### config.mk
export PLATFORM = sky130hd
export DESIGN_NAME = conv_fc_bridge_v3
export DESIGN_NICKNAME = d
export VERILOG_FILES = /design/src/rtl/conv_fc_bridge_v3.sv
export SDC_FILE = /design/constraint.sdc
export NUM_CORES = 1
export LEC_CHECK = 0
export ABC_AREA = 1
export BUFFER_PORTS_ARGS = -buffer_cell sky130_fd_sc_hd__buf_2
export CAP_MARGIN = 20
export CORE_MARGIN = 8
export CORE_UTILIZATION = 45
export DETAILED_ROUTE_END_ITERATION = 6
export PLACE_DENSITY = 0.66
export SKIP_LAST_GASP = 1
export SLEW_MARGIN = 25
export SYNTH_ARGS = -nofsm -noshare
export SYNTH_HDL_FRONTEND = slang
export SYNTH_SLANG_ARGS = --single-unit
### constraint.sdc
create_clock -name clk -period 2.6 [get_ports clk]
set_clock_uncertainty 0.2 [all_clocks]
set_input_delay 0.39 -clock clk [delete_from_list [all_inputs] [get_ports clk]]
set_output_delay 0.39 -clock clk [all_outputs]
set_load 0.02 [all_outputs]
### src/rtl/conv_fc_bridge_v3.sv
// Ready/valid bridge from the conv/pool stage to the fc stage: registered input, FWFT FIFO, valid reorder, fc-layer reset sequencer.
// Optional popped-beat counter is enabled by defining CONV_FC_BRIDGE_PERF_EN.
module conv_fc_bridge_v3 #(
    parameter int BitSize      = 8,
    parameter int NumOfK       = 8,
    parameter int ProcElements = 2,
    parameter int FifoDepth    = 4,
    parameter int MaxNumNerves = 8,
    parameter int LatencyDelay = 3,
    parameter int ReverseValid = 1
) (
    input  logic                            clk,
    input  logic                            res,
    input  logic [NumOfK-1:0]               in_valid,
    input  logic [ProcElements*BitSize-1:0] in_data,
    input  logic                            in_set_done,
    input  logic                            out_ready,
    output logic [NumOfK-1:0]               out_valid,
    output logic [ProcElements*BitSize-1:0] out_data,
    output logic                            out_fl_res,
    output logic                            out_busy,
    output logic                            out_overflow,
    output logic [15:0]                     out_beat_count
);

    localparam int DW       = ProcElements * BitSize;
    localparam int PW       = $clog2(FifoDepth);
    localparam int OW       = PW + 1;
    localparam int CNT_LAST = NumOfK + MaxNumNerves + LatencyDelay - 1;
    localparam int CW       = $clog2(NumOfK + MaxNumNerves + LatencyDelay) + 1;

    typedef enum logic [1:0] {IDLE, DRAIN, COUNT, PULSE} state_t;

    function automatic logic [NumOfK-1:0] order_valid(input logic [NumOfK-1:0] v);
        logic [NumOfK-1:0] r;
        for (int i = 0; i < NumOfK; i++)
            r[i] = (ReverseValid != 0) ? v[NumOfK-1-i] : v[i];
        return r;
    endfunction

    // Stage p0: unconditional input capture, conv is never stalled
    logic [NumOfK-1:0] vld_p0;
    logic [DW-1:0]     data_p0;
    logic              set_done_p0;

    always_ff @(posedge clk or posedge res) begin
        if (res) begin
            vld_p0      <= '0;
            set_done_p0 <= 1'b0;
        end else begin
            vld_p0      <= in_valid;
            set_done_p0 <= in_set_done;
        end
    end

    always_ff @(posedge clk) begin
        data_p0 <= in_data;
    end

    // Stage p1: FWFT FIFO storage and occupancy
    logic [NumOfK-1:0] mem_v_p1 [FifoDepth];
    logic [DW-1:0]     mem_d_p1 [FifoDepth];
    logic [PW-1:0]     wr_ptr_p1, rd_ptr_p1;
    logic [OW-1:0]     occ_p1;
    logic              ovf_p1;
    logic              empty, full, push_req, push, pop, drop;

    assign empty    = (occ_p1 == '0);
    assign full     = (occ_p1 == OW'(FifoDepth));
    assign push_req = |vld_p0;
    assign pop      = out_ready & ~empty;
    assign push     = push_req & (~full | pop);
    assign drop     = push_req & full & ~pop;

    always_ff @(posedge clk) begin
        if (push) begin
            mem_v_p1[wr_ptr_p1] <= order_valid(vld_p0);
            mem_d_p1[wr_ptr_p1] <= data_p0;
        end
    end

    always_ff @(posedge clk or posedge res) begin
        if (res) begin
            wr_ptr_p1 <= '0;
            rd_ptr_p1 <= '0;
            occ_p1    <= '0;
            ovf_p1    <= 1'b0;
        end else begin
            if (push)
                wr_ptr_p1 <= wr_ptr_p1 + PW'(1);
            if (pop)
                rd_ptr_p1 <= rd_ptr_p1 + PW'(1);
            if (push && !pop)
                occ_p1 <= occ_p1 + OW'(1);
            else if (pop && !push)
                occ_p1 <= occ_p1 - OW'(1);
            if (drop)
                ovf_p1 <= 1'b1;
        end
    end

    always_comb begin
        out_valid = '0;
        out_data  = '0;
        if (!empty) begin
            out_valid = mem_v_p1[rd_ptr_p1];
            out_data  = mem_d_p1[rd_ptr_p1];
        end
    end

    // fc-layer reset sequencer; the count starts only once nothing is left in flight
    state_t        state, state_nxt;
    logic [CW-1:0] cnt;
    logic          pending;

    always_comb begin
        state_nxt = state;
        unique case (state)
            IDLE:  if (set_done_p0 || pending) state_nxt = DRAIN;
            DRAIN: if (empty && !push_req)     state_nxt = COUNT;
            COUNT: if (cnt == CW'(CNT_LAST))   state_nxt = PULSE;
            PULSE: state_nxt = IDLE;
        endcase
    end

    always_ff @(posedge clk or posedge res) begin
        if (res) begin
            state   <= IDLE;
            cnt     <= '0;
            pending <= 1'b0;
        end else begin
            state <= state_nxt;
            cnt   <= (state == COUNT) ? cnt + CW'(1) : '0;
            if (state == IDLE && state_nxt == DRAIN)
                pending <= 1'b0;
            else if (set_done_p0 && state != IDLE)
                pending <= 1'b1;
        end
    end

    assign out_fl_res   = (state == PULSE);
    assign out_busy     = (state != IDLE) | ~empty | push_req;
    assign out_overflow = ovf_p1;

`ifdef CONV_FC_BRIDGE_PERF_EN
    function automatic logic [15:0] sat_inc16(input logic [15:0] c);
        return (c == 16'hFFFF) ? c : c + 16'd1;
    endfunction

    logic [15:0] beat_cnt_p1;

    always_ff @(posedge clk or posedge res) begin
        if (res)
            beat_cnt_p1 <= '0;
        else if (state == PULSE)
            beat_cnt_p1 <= '0;
        else if (pop)
            beat_cnt_p1 <= sat_inc16(beat_cnt_p1);
    end

    assign out_beat_count = beat_cnt_p1;
`else
    assign out_beat_count = 16'h0000;
`endif

endmodule

# Yosys cells after proc, flatten, opt, wreduce, memory -nomap -nowiden
# Memory sizes are Yosys's and may differ from the RTL's.
# Cells that the tools add are included.
[op_classes]
addsub = 5
n_eq_ne = 6
n_bitwise = 10
reduce_logical = 15
n_mux = 13
[op_table]
columns = ["op", "n"]
rows = [
  ["16-bit two-way mux", 1],
  ["8-bit two-way mux", 1],
  ["2-bit one-hot mux with 4 select lines", 1],
  ["8-bit OR reduction", 1],
  ["6-bit by 1-bit adder with 6-bit output, second input constant", 1],
  ["6-bit by 5-bit == test with 1-bit output, second input constant", 1],
  ["2-bit two-way mux", 3],
  ["3-bit two-way mux", 2],
  ["6-bit two-way mux", 1],
  ["2-bit nonzero test", 3],
  ["1-bit logical AND", 5],
  ["2-bit by 1-bit adder with 2-bit output, second input constant", 2],
  ["1-bit bitwise AND", 4],
  ["2-bit by 1-bit == test with 1-bit output, second input constant", 2],
  ["2-bit == test, second input constant", 2],
  ["1-bit two-way mux", 4],
  ["3-bit by 1-bit adder with 3-bit output, second input constant", 1],
  ["3-bit == test, second input constant", 1],
  ["1-bit logical NOT", 3],
  ["3-bit logical NOT", 1],
  ["1-bit NOT", 3],
  ["1-bit bitwise OR", 3],
  ["3-bit by 1-bit subtractor with 3-bit output, second input constant", 1],
  ["2-bit logical NOT", 1],
  ["1-bit logical OR", 1],
]
[totals]
mem_count = 2
wordCells = 61
ramBits = 96
ff_bits = 42
in_bits = 28
output_inout_bits = 43
[mem_list]
columns = ["memory", "depth", "word_bits", "read_ports", "rd_clocked_by_memory_dff", "wr", "line", "text"]
rows = [
  ["mem_d_p1", 4, 16, 1, 0, 1, "62", "logic [DW-1:0] mem_d_p1 [FifoDepth];"],
  ["mem_v_p1", 4, 8, 1, 0, 1, "61", "logic [NumOfK-1:0] mem_v_p1 [FifoDepth];"],
]

# Longest topological paths before layout
[logic_depth]
depth_word = 9
depth_mapped = 10
ltp_nobuf = 10

# Least setup slack after synthesis
# Ideal clock, no wire load.
[synth_timing]
path_kind = "reg-to-reg"
start = "register vld_p0[7]"
end = "memory mem_d_p1[0][0] in the netlist's numbering, enable pin"
period_less_slack_ns = 2.435
setup_ns = 0.405
setup_slack_ns = 0.165
arrival_ns = 1.830
t_required_ns = 1.995
n_path_buf = 0
stages_incl_launch_ff = 7
cell_sequence = "dfrtp_1 > nor2_1 > nand2_1 > nor2_1 > nor2_2 > inv_2 > nor2_1"
[synth_via]
elab_chain_cells = 4
[synth_lines]
columns = ["element", "line", "text"]
rows = [
  ["start, declared", "42", "logic [NumOfK-1:0] vld_p0;"],
  ["start signal, assigned", "51", "vld_p0 <= in_valid;"],
  ["8-bit OR reduction", "70", "assign push_req = |vld_p0;"],
  ["1-bit bitwise AND", "72", "assign push = push_req & (~full | pop);"],
  ["net push", "66", "logic empty, full, push_req, push, pop, drop;"],
  ["1-bit two-way mux", "76", "if (push) begin"],
  ["1-bit two-way mux (not written as such)", "78", "mem_d_p1[wr_ptr_p1] <= data_p0;"],
  ["end, declared", "62", ""],
]
# The timed path passes the listed nets, and every way through them passes these cells.

# Worst setup path after layout
[layout_timing]
start = "register rd_ptr_p1[0]"
end = "output out_data[10]"
[layout_via]
elab_chain_cells = 2
[layout_lines]
columns = ["element", "line", "text"]
rows = [
  ["start, declared", "63", "logic [PW-1:0] wr_ptr_p1, rd_ptr_p1;"],
  ["start signal, assigned", "92", "rd_ptr_p1 <= rd_ptr_p1 + PW'(1);"],
  ["memory 4 x 16 bit", "n/a", ""],
  ["16-bit two-way mux", "105", "if (!empty) begin"],
  ["end, declared", "19", "output logic [ProcElements*BitSize-1:0] out_data,"],
]
# Every way passes these cells.

==> metrics <==
commonest register cell after synthesis=edfxtp_1; critical path fanouts, max=26; CTS buffer count=17; maxcap violations=0; layout cell share with drive strength beyond 1=18.99%; Area growth, synth to finish=22.29%; Syn Std Cell Area=5328 um^2; TritonCTS clock tree=yes; Max-slew headroom=65.65%; Core Rows=39; pre-CTS WS=0.3883 ns; Core ar.=11470 um^2; most common cell after layout, fill and taps aside=nor2_1; Net Sw Power=2.918 mW; Final ANT Viol Nets=0; die area=15580 um^2; Slew Limit Fails=0; Post-CTS Repair Setup Buffers=0; PnR worst setup slack=0.1447 ns; Placement Cell Area=5665 um^2; PwrDens=1276 nW/um^2; reg2reg end=occ_p1[2]; final instance area=6515 um^2; Setup Crit Path Kind=flip-flop to output port; Seq pwr share=39.0%; Peak VDD IR=724.7 uV; Setup TNS=0 ns; initial antenna violation count=0; CP endpoint kind=output port; RSZ-0062 raised after global routing=false; clock slew at reported path FFs=0.06 ns; Synth async-reset ratio=18.84%; post-synthesis sequential area ratio=72.33%; Placed Instances=622; IO Port Bufs=54; filler instances=913; Tcrit/Tclk final=94.43%; root buf cell=clkbuf_16; Tmin final=2.455 ns; Clock power frac=27.4%; Hold WC Path Type=input pin to flip-flop; fin nets=560; Setup crit start=rd_ptr_p1[0]; DRT Wirelength=10240 um; worst endpoint required time=2.01 ns; ant diodes=0; largest net degree at the start of global routing=50; Overall Global Routing Usage=13.66%; Hold Fails Final Rpt=0; WL/cell=15.06 um; worst reg2reg path startpoint=vld_p0[6]; H-tree depth=4; Detailed Routing Iterations Pass 1=4; Initial DRC Count=188; Worst Path Arrival=1.87 ns; Seq cells post-synth=138; Achievable Freq=407.3 MHz; Synth cell types=24; initial cell density of the core=46.46%; syn avg cell area=12.25 um^2; reg2reg setup slack=0.26 ns; routed vias=3269; die width=124.8 um; vias in the first global route=3453; Pint=5.397 mW; Via-to-Cell Ratio=4.807; Clock Path Buffers=2; status=complete, no violations; Post-Layout Cell Count=680; most frequent cells in the layout=nor2_1 (114), edfxtp_1 (96), buf_2 (54), o21ai_0 (41), a21oi_1 (33); Clk Latency, worst-skew pair=0.40 ns; Worst Hold End=rd_ptr_p1[0]; hold depth=3; Mapped Cells=435; Comb power frac=33.6%; startpoint of the worst hold path=out_ready; setup violators final=0; global route total overflow=0; post-DP HPWL=6067 um; die height=124.8 um; Switching Share=35.10%; drt drc=0; startpoint class of the critical path=flip-flop; first-pass GRT wire length=16820 um; Reg2Reg Depth=10; number of enable flip-flop cells after synthesis=96; gpl congestion=0.7478; Syn. warnings=0; I/O Pins=71; TritonCTS Sinks=138; Leakage Power=2.593 nW; worst slew pin tran=0.5144 ns
==> layer usage <==
metal | global-route usage [%] | vias to the layer above | part of all wire (%)
met4 | 4.040 | 0 | 0.37
li1 | - | 1630 | -
met2 | 22.64 | 93 | 49
met5 | 0 | - | 0
met1 | 15.60 | 1544 | 44
met3 | 6.043 | 2 | 7.1
==> cell families (layout without fill, tap and decap cells) <==
family | after synthesis | count (layout) | share of synthesized area [%]
AOI/OAI and AO/OA | 88 | 88 | 8.267
and+or+nand+nor | 142 | 142 | 10.24
DFF | 138 | 138 | 72.33
xor gates and xnor gates | 3 | 3 | 0.4933
other | 1 | 16 | 0.07039
buffers and inverters | 55 | 142 | 6.576
adders and majority gates | 8 | 8 | 2.020
==> registers in the layout, indices dropped and copies added (netlist names), 2 cells and up <==
name / count
occ_p1: 3
mem_d_p1: 64
rd_ptr_p1: 2
cnt: 6
state: 2
vld_p0: 8
mem_v_p1: 32
data_p0: 16
wr_ptr_p1: 2
==> Yosys cell counts, types with 2 or more instances <==
library cell  instances  area share, %
inv_2                 4           0.28
dfrtp_1              26             12
nor2_1              118            8.3
buf_2                 5           0.47
o21ai_1              14            1.3
clkbuf_2              3           0.28
inv_1                17            1.2
nor3_1                2           0.19
nand2_1              16            1.1
xor2_1                2           0.33
buf_12                2           0.75
dfxtp_1              16            6.0
ha_1                  7            1.6
edfxtp_1             96             54
buf_4                21            3.0
nand3_1               4           0.38
a21oi_1              33            3.1
buf_6                 3           0.63
o21ai_0              41            3.9
==> cell type report <==
| cell class | count | area, um^2 | area share [%] |
|---|---|---|---|
| clock buffers | 26 | 553.0 | 8.489 |
| well taps | 143 | 178.9 | 2.746 |
| multi-input cells | 257 | 1190 | 18.26 |
| repair buffers | 89 | 626.9 | 9.622 |
| flip-flops and latches | 138 | 3855 | 59.17 |
| clock inverters | 6 | 30.03 | 0.4609 |
| inverters | 21 | 81.33 | 1.248 |
==> timing repair <==
action	in CTS	in global routing
hold buffers	26	0
endpoints found under the hold margin	32	0
endpoints found under the setup margin	0	16
gates resized for setup	0	3
==> through the flow <==
stage / total power, mW / utilization [%] / hold slack, ns
2_1_floorplan: 5.256 / - / 0.2177
5_1_grt: 8.810 / 56.81 / 0.07700
3_3_place_gp: 6.028 / 49.41 / 0.1579
4_1_cts: 8.420 / 56.76 / 0.07292
6_report: 8.315 / 56.81 / 0.08597
3_5_place_dp: 6.087 / 49.41 / 0.1566
==> critical path: stages, from the launching register on <==
cell	delay [ns]
dfrtp_2	0.41
inv_2	0.31
buf_12	0.22
o21ai_0	0.10
a21oi_1	0.21
buf_2	0.20
==> worst max-delay path by stage <==
stage / endpoint / slack [ns] / cells past startpoint
detailed placement: occ_p1[2] / 0.39 / 10
finish: out_data[10] / 0.14 / 5
floorplan: mem_d_p1[0][0] / 0.16 / 6
global route: out_data[12] / 0.01 / 5
CTS: out_valid[7] / 0.05 / 6
global placement: occ_p1[2] / 0.45 / 10
==> power groups by stage <==
stage	Clock (mW)	Combinational, mW	Sequential [mW]
after floorplan	0	2.02	3.24
after global placement	0	2.77	3.26
after detailed placement	0	2.80	3.29
after CTS	2.32	2.85	3.25
after global routing	2.41	3.11	3.30
final	2.28	2.79	3.24
(Power assumes the default switching activity.)
